`src/rtl/imem_lock_loader_if.sv`:
```
// Valid/ready instruction-word stream that feeds the image loader.
// The source drives valid/data; the loader drives ready.
interface imem_lock_loader_if #(
  parameter int DATA_WIDTH = 32
);
  logic                  valid;
  logic                  ready;
  logic [DATA_WIDTH-1:0] data;

  modport master (output valid, output data, input ready);
  modport slave  (input valid, input data, output ready);
endinterface

```
`src/rtl/imem_lock_loader.sv`:
```
// Streams an instruction image into the key-locked instruction memory through a key-dependent mask,
// holding the core in reset until the whole image has been written.
module imem_lock_loader #(
  parameter int                    DATA_WIDTH = 32,
  parameter int                    ADDR_WIDTH = 10,
  parameter int                    KEY_WIDTH  = 8,
  parameter logic [KEY_WIDTH-1:0]  KEY_VAL    = 8'hA5,
  parameter int                    NUM_WORDS  = 1024
) (
  input  logic                  clk,
  input  logic                  rst,
  input  logic [KEY_WIDTH-1:0]  i_key,
  input  logic                  i_start,
  imem_lock_loader_if.slave     i_stream,
  output logic                  o_we,
  output logic [ADDR_WIDTH-1:0] o_waddr,
  output logic [DATA_WIDTH-1:0] o_wdata,
  output logic                  o_busy,
  output logic                  o_done,
  output logic                  o_core_hold
);

  localparam int                CW      = ADDR_WIDTH + 1;
  localparam logic [CW-1:0]     LAST_IX = CW'(NUM_WORDS - 1);

  typedef enum logic [1:0] {
    S_IDLE = 2'd0,
    S_LOAD = 2'd1,
    S_DONE = 2'd2
  } state_t;

  // A wrong key silently turns into a non-zero XOR pattern replicated across the word.
  function automatic logic [DATA_WIDTH-1:0] key_mask(input logic [KEY_WIDTH-1:0] k);
    key_mask = {(DATA_WIDTH / KEY_WIDTH){k ^ KEY_VAL}};
  endfunction

  state_t                r_state;
  logic [CW-1:0]         r_count;
  logic [KEY_WIDTH-1:0]  r_key_q;
  logic                  r_we;
  logic [ADDR_WIDTH-1:0] r_waddr;
  logic [DATA_WIDTH-1:0] r_wdata;
  logic                  r_busy;
  logic                  r_done;
  logic                  r_core_hold;
  logic                  w_ready;
  logic                  w_xfer;

  assign w_ready        = (r_state == S_LOAD);
  assign w_xfer         = w_ready & i_stream.valid;
  assign i_stream.ready = w_ready;

  // Loader FSM with registered memory-write and status outputs.
  always_ff @(posedge clk) begin
    if (rst) begin
      r_state     <= S_IDLE;
      r_count     <= '0;
      r_key_q     <= '0;
      r_we        <= 1'b0;
      r_waddr     <= '0;
      r_wdata     <= '0;
      r_busy      <= 1'b0;
      r_done      <= 1'b0;
      r_core_hold <= 1'b1;
    end else begin
      r_we <= 1'b0;
      case (r_state)
        S_IDLE, S_DONE: begin
          if (i_start) begin
            r_state     <= S_LOAD;
            r_key_q     <= i_key;
            r_count     <= '0;
            r_busy      <= 1'b1;
            r_done      <= 1'b0;
            r_core_hold <= 1'b1;
          end else begin
            r_state <= r_state;
          end
        end
        S_LOAD: begin
          if (w_xfer) begin
            r_we    <= 1'b1;
            r_waddr <= r_count[ADDR_WIDTH-1:0];
            r_wdata <= i_stream.data ^ key_mask(r_key_q);
            r_count <= r_count + CW'(1);
            // The final write pulse lands in the first DONE cycle.
            if (r_count == LAST_IX) begin
              r_state     <= S_DONE;
              r_busy      <= 1'b0;
              r_done      <= 1'b1;
              r_core_hold <= 1'b0;
            end else begin
              r_state <= S_LOAD;
            end
          end else begin
            r_state <= S_LOAD;
          end
        end
        default: begin
          r_state     <= S_IDLE;
          r_busy      <= 1'b0;
          r_done      <= 1'b0;
          r_core_hold <= 1'b1;
        end
      endcase
    end
  end

  assign o_we        = r_we;
  assign o_waddr     = r_waddr;
  assign o_wdata     = r_wdata;
  assign o_busy      = r_busy;
  assign o_done      = r_done;
  assign o_core_hold = r_core_hold;

endmodule
```
`src/flat_wrapper.sv`:
```
// flat-port wrapper written by rule: the top's interface ports become plain ports
module imem_lock_loader_flat 
#(
  parameter int                    DATA_WIDTH = 32,
  parameter int                    ADDR_WIDTH = 10,
  parameter int                    KEY_WIDTH  = 8,
  parameter logic [KEY_WIDTH-1:0]  KEY_VAL    = 8'hA5,
  parameter int                    NUM_WORDS  = 1024
)
  (clk, rst, i_key, i_start, o_we, o_waddr, o_wdata, o_busy, o_done, o_core_hold, i_stream_valid, i_stream_data, i_stream_ready);
  imem_lock_loader_if #(.DATA_WIDTH(DATA_WIDTH)) i_stream_i ();
  input  logic clk;
  input  logic rst;
  input  logic [KEY_WIDTH-1:0] i_key;
  input  logic i_start;
  output logic o_we;
  output logic [ADDR_WIDTH-1:0] o_waddr;
  output logic [DATA_WIDTH-1:0] o_wdata;
  output logic o_busy;
  output logic o_done;
  output logic o_core_hold;
  input wire logic [$bits(i_stream_i.valid)-1:0] i_stream_valid;
  input wire logic [$bits(i_stream_i.data)-1:0] i_stream_data;
  output wire logic [$bits(i_stream_i.ready)-1:0] i_stream_ready;
  assign i_stream_i.valid = i_stream_valid;
  assign i_stream_i.data = i_stream_data;
  assign i_stream_ready = i_stream_i.ready;
  imem_lock_loader #(.DATA_WIDTH(DATA_WIDTH), .ADDR_WIDTH(ADDR_WIDTH), .KEY_WIDTH(KEY_WIDTH), .KEY_VAL(KEY_VAL), .NUM_WORDS(NUM_WORDS)) u_core (.clk(clk), .rst(rst), .i_key(i_key), .i_start(i_start), .i_stream(i_stream_i), .o_we(o_we), .o_waddr(o_waddr), .o_wdata(o_wdata), .o_busy(o_busy), .o_done(o_done), .o_core_hold(o_core_hold));
endmodule
```
`config.mk`:
```
export PLATFORM = sky130hd
export DESIGN_NAME = imem_lock_loader_flat
export DESIGN_NICKNAME = d
export VERILOG_FILES = /design/src/rtl/imem_lock_loader_if.sv /design/src/rtl/imem_lock_loader.sv /design/src/flat_wrapper.sv
export SDC_FILE = /design/constraint.sdc
export NUM_CORES = 1
export LEC_CHECK = 0
export CORE_MARGIN = 2
export CORE_UTILIZATION = 51
export CTS_BUF_LIST = sky130_fd_sc_hd__clkbuf_8
export DETAILED_ROUTE_END_ITERATION = 6
export PLACE_DENSITY = 0.95
export SLEW_MARGIN = 20
export SYNTH_ARGS = -nofsm -noshare
export SYNTH_HDL_FRONTEND = slang
export SYNTH_SLANG_ARGS = --single-unit
```
`constraint.sdc`:
```
create_clock -name clk -period 4.7 [get_ports clk]
set_clock_uncertainty 0.15 [all_clocks]
set_input_delay 0.47 -clock clk [delete_from_list [all_inputs] [get_ports clk]]
set_output_delay 0.47 -clock clk [all_outputs]
set_load 0.03 [all_outputs]
```
# Word level (Yosys, flattened, before mapping)
# Cells that the tools add are included.
[op_classes]
addsub = 1
n_eq_ne = 6
mux = 17
n_bitwise = 4
n_reduce_logical = 8
[ops]
columns = ["cell", "n"]
rows = [
  ["bitwise XOR 32 bit", 1],
  ["2-to-1 mux 11 bit", 2],
  ["case mux 11 bit (2 select lines)", 1],
  ["adder 11 x 1 -> 11 bit (second input constant)", 1],
  ["equality test 11 x 10 -> 1 bit (second input constant)", 1],
  ["2-to-1 mux 1 bit", 7],
  ["2-to-1 mux 2 bit", 3],
  ["!= test 2 bit (second input constant)", 3],
  ["case mux 1 bit (2 select lines)", 3],
  ["AND reduction 3 bit", 2],
  ["inverter 4 bit", 1],
  ["case mux 2 bit (2 select lines)", 1],
  ["AND reduction 2 bit", 2],
  ["OR reduction 2 bit", 2],
  ["equality test 2 x 1 -> 1 bit (second input constant)", 1],
  ["equality test 2 bit (second input constant)", 1],
  ["zero test 2 bit", 1],
  ["nonzero test 2 bit", 1],
  ["bitwise AND 1 bit", 1],
  ["inverter 1 bit", 1],
]
[totals]
reg_bits = 67
in_bits = 44
out_inout_bits = 47

# Logic depth before layout (Yosys ltp)
[logic_depth]
ltp_word = 4
depth_mapped = 6

# Worst setup path after synthesis
# No wires, ideal clock.
[synth_path]
path_type = "reg-to-reg"
startpoint = "reg u_core.r_count[0]"
endpoint = "reg u_core.r_count[10]"
setup_ns = 0.121
t_arrival_ns = 1.376
required_time_ns = 4.429
setup_slack_ns = 3.053
path_stages_with_launch = 5
path_buffers = 0
period_less_slack_ns = 1.647
path_cell_list = "dfxtp_1 -> ha_1 -> nand4_1 -> nor4_1 -> mux2_2"
[synth_via]
elab_chain_len = 3
[synth_lines]
columns = ["item", "line_no", "source"]
rows = [
  ["start, declared", "imem_lock_loader.sv:38", "logic [CW-1:0] r_count;"],
  ["start signal, assigned", "imem_lock_loader.sv:85", "r_count <= r_count + CW'(1);"],
  ["adder 11 x 1 -> 11 bit", "imem_lock_loader.sv:85", ""],
  ["2-to-1 mux 11 bit", "imem_lock_loader.sv:81", "if (w_xfer) begin"],
  ["case mux 11 bit (2 select lines)", "imem_lock_loader.sv:67", "case (r_state)"],
]
# No other way between the ends. The select of a mux whose other input is x is not followed.
# A chain may end at the register's enable or synchronous reset.

# Worst setup path in the final report
[layout_path]
startpoint = "reg u_core.r_state[0]"
endpoint = "out i_stream_ready"
[layout_via]
elab_chain_len = 1
[layout_lines]
columns = ["item", "line_no", "source"]
rows = [
  ["start, declared", "imem_lock_loader.sv:37", "state_t r_state;"],
  ["start signal, assigned", "imem_lock_loader.sv:77", "r_state <= r_state;"],
  ["equality test 2 x 1 -> 1 bit", "imem_lock_loader.sv:49", "assign w_ready = (r_state == S_LOAD);"],
  ["end, declared", "flat_wrapper.sv:24", "output wire logic [$bits(i_stream_i.ready)-1:0] i_stream_ready;"],
]
# No other way between the ends.

==> impl_metrics.ini <==
[status]
status = finished clean

[run]
maxCapViolCount = 0

[routing]
finalWirelength_mm = 6.81
route.detailed.drc = 0
first_pass_iters = 4
via_per_inst = 5.29
drt_iter0_drc = 108
wl_per_cell_microns = 14.0
num_vias = 2565
ant_nets = 0

[global_routing]
grt_pass1_wl_mm = 11.2
met3_usage = 0.0770
grt_max_degree = 63
met2_usage = 0.415
gr-usage-met1 = 0.263
grt_use_total = 0.234
grt-busiest-layer = met2
grt_pass1_vias = 2391
grt_antenna_before_repair = 0
overflow = 0

[sta]
rsz0062_at_grt = no
fmax_mhz = 398
min_period_over_period = 0.534
maxSlewHeadroom = 0.329
worst_pin_slew_ps = 1010
slew_violations = 0
finalSetupTns_ps = 0
finalHoldViolations = 0
min_period_ps = 2510
setup_violations = 0

[critical_path]
critical_path_class = reg2out
path_cells = nand2b_1 -> inv_1 -> clkdlybuf4s50_1
crit_path_max_incr_delay_ps = 670
crit_fanout = 10
cp.depth = 3
reg2regPathDepth = 3
critPathArrivalTime_ps = 1890
cp_num_buf_inv = 2
ff2ff_setup_slack_ps = 2590
cp_top_family = buffers and inverters
timing.rr.end = u_core.o_wdata[28]
r2r-start = u_core.r_state[0]
startpoint_type = flip-flop
end_kind = output pin
slowest_stage = clkdlybuf4s50_1
cp.required_ps = 4080

[placed_design]
dpl.cell_count = 469
port-buffer-count = 90
place.gp.congestion = 0.816
dpl.hpwl_mm = 4.66

[logic_synthesis]
synth_top_area_frac = 0.475
avgSynthCellArea_sq_um = 8.44
syn_area_sq_um = 2830
ys.warnings.count = 0
postSynth.asyncResetShare = 0
syn_nets = 380
synth-edff-count = 0
yosysTopAreaCell = dfxtp_1
synthFlopType = dfxtp_1
synth_area_leaders = dfxtp_1 (47%), xnor2_1 (9.9%), nand2_1 (9.6%), a21oi_1 (7.6%), a211oi_1 (4.2%)
seq_area_frac_synth = 0.475
ys_ff_latch = 67
syn_inst = 335
ys_types = 34

[cts]
clkLatencyLatePin_ps = 350
cts_tree = yes
cts_max_level = 3
numCtsBuffers = 9
clock_path_buffers = 2
hold_buffers = 0
cts_resized = 0
root_buffer = clkbuf_8
clock_sinks = 67
post_cts_buffers = 0
path_clk_slew_ps = 60

[hold_path]
worstHoldStart = u_core.o_waddr[8]
whs_endpoint = u_core.o_waddr[8]
hold_class = reg2reg
hold_depth = 2

[layout]
drive_gt1_frac = 0.0484
num-fill-cells = 397
syn2layout_area_growth_pct = 37.4
instances_no_fill = 485
diodes = 0
final_nets = 453

[power_and_ir_drop]
ir_drop_mv = 0.187
power_density_nw_per_um2 = 344
leakagePower_uw = 0.00131

[floorplanning]
io_pins = 91
start_util = 0.520
die_w_microns = 78.4
core_sq_um = 5440
rows = 27
fp.dieH_microns = 78.4
dieArea_sq_um = 6150
-- worst min-delay path, stage by stage (launching register included) --
cell	delay [ps]
dfxtp_1	310
nand2_1	50
a21oi_1	50
-- cell families after synthesis --
family / share of synthesized area
simple gates: 0.208
buf+inv: 0.0575
compound gates: 0.145
mux: 0.0115
fa+ha+maj: 0.00443
flops: 0.475
xor+xnor: 0.0992
-- metrics by stage --
stage | setup WS [ps] | util | instance area (sq um) | total power (uW) | hold slack (ps)
6_report | 2190 | 0.714 | 3880 | 1340 | 303
2_1_floorplan | 3050 | - | 2830 | 769 | 296
4_1_cts | 2170 | 0.714 | 3880 | 1340 | 305
5_1_grt | 2060 | 0.714 | 3880 | 1390 | 330
3_3_place_gp | 2290 | 0.676 | 3680 | 853 | 288
3_5_place_dp | 2160 | 0.676 | 3680 | 861 | 296
-- sequential cells by signal, indices dropped and copies added, names as in the netlist --
name,cells
u_core.o_done,1
u_core.o_waddr,10
u_core.r_state,2
u_core.r_count,11
u_core.o_we,1
u_core.o_wdata,32
u_core.o_busy,1
u_core.r_key_q,8
u_core.o_core_hold,1
-- where the power goes --
part	total (uW)	internal (uW)	switching, uW
clock network	486	283	203
registers	619	595	24.2
logic	230	108	123
-- cells in the mapped netlist (2+ instances only) --
library cell	instances
a21oi_1	43
nand3_1	5
buf_6	3
inv_1	5
nor3_1	2
dfxtp_1	67
buf_2	10
or3_1	4
nand3b_1	3
nor2_1	20
nor4_1	5
nand4_1	3
nand2b_1	5
o21ai_0	4
mux2_2	2
nand2_1	72
xnor2_1	32
or4_1	3
clkbuf_1	15
a211oi_1	16
o31ai_1	3
-- area by class of cell --
cell class                      instances  area (sq um)  area share
Inverter                                5          18.8     0.00483
Multi-Input combinational cell        234          1320       0.341
Tap cell                               72          90.1      0.0232
Clock buffer                           12           165      0.0425
Clock inverter                          4          41.3      0.0106
Sequential cell                        67          1340       0.345
Timing Repair Buffer                   91           903       0.233
-- how the worst max path moves through the flow --
| stage | from | to | slack, ps |
|---|---|---|---|
| after floorplan | u_core.r_count[0] | u_core.r_count[10] | 3050 |
| after detailed placement | i_stream_valid | u_core.o_wdata[6] | 2160 |
| after global routing | u_core.r_state[0] | i_stream_ready | 2060 |
| final | u_core.r_state[0] | i_stream_ready | 2190 |
| after global placement | i_stream_valid | u_core.o_wdata[22] | 2290 |
| after CTS | u_core.r_state[0] | i_stream_ready | 2170 |
-- cell usage in the layout, fill, tap and decap left out, types with 2 or more instances in the layout --
cell type	count
inv_1	8
nand3b_1	3
nand3_1	5
clkdlybuf4s50_1	89
nand2_1	72
o31ai_1	3
clkbuf_8	12
mux2_2	2
a21oi_1	43
nor2_1	20
nand2b_1	5
dfxtp_1	67
xnor2_1	32
or4_1	3
nor3_1	2
nand4_1	3
o21ai_0	4
a211oi_1	16
nor4_1	5
or3_1	4
-- per-layer routing --
layer / vias to the layer above / part of all wire
met5: - / 0
met4: 0 / 0.012
met3: 11 / 0.061
met2: 91 / 0.53
met1: 1192 / 0.40
li1: 1271 / -
Power figures use the tool's default switching activity.
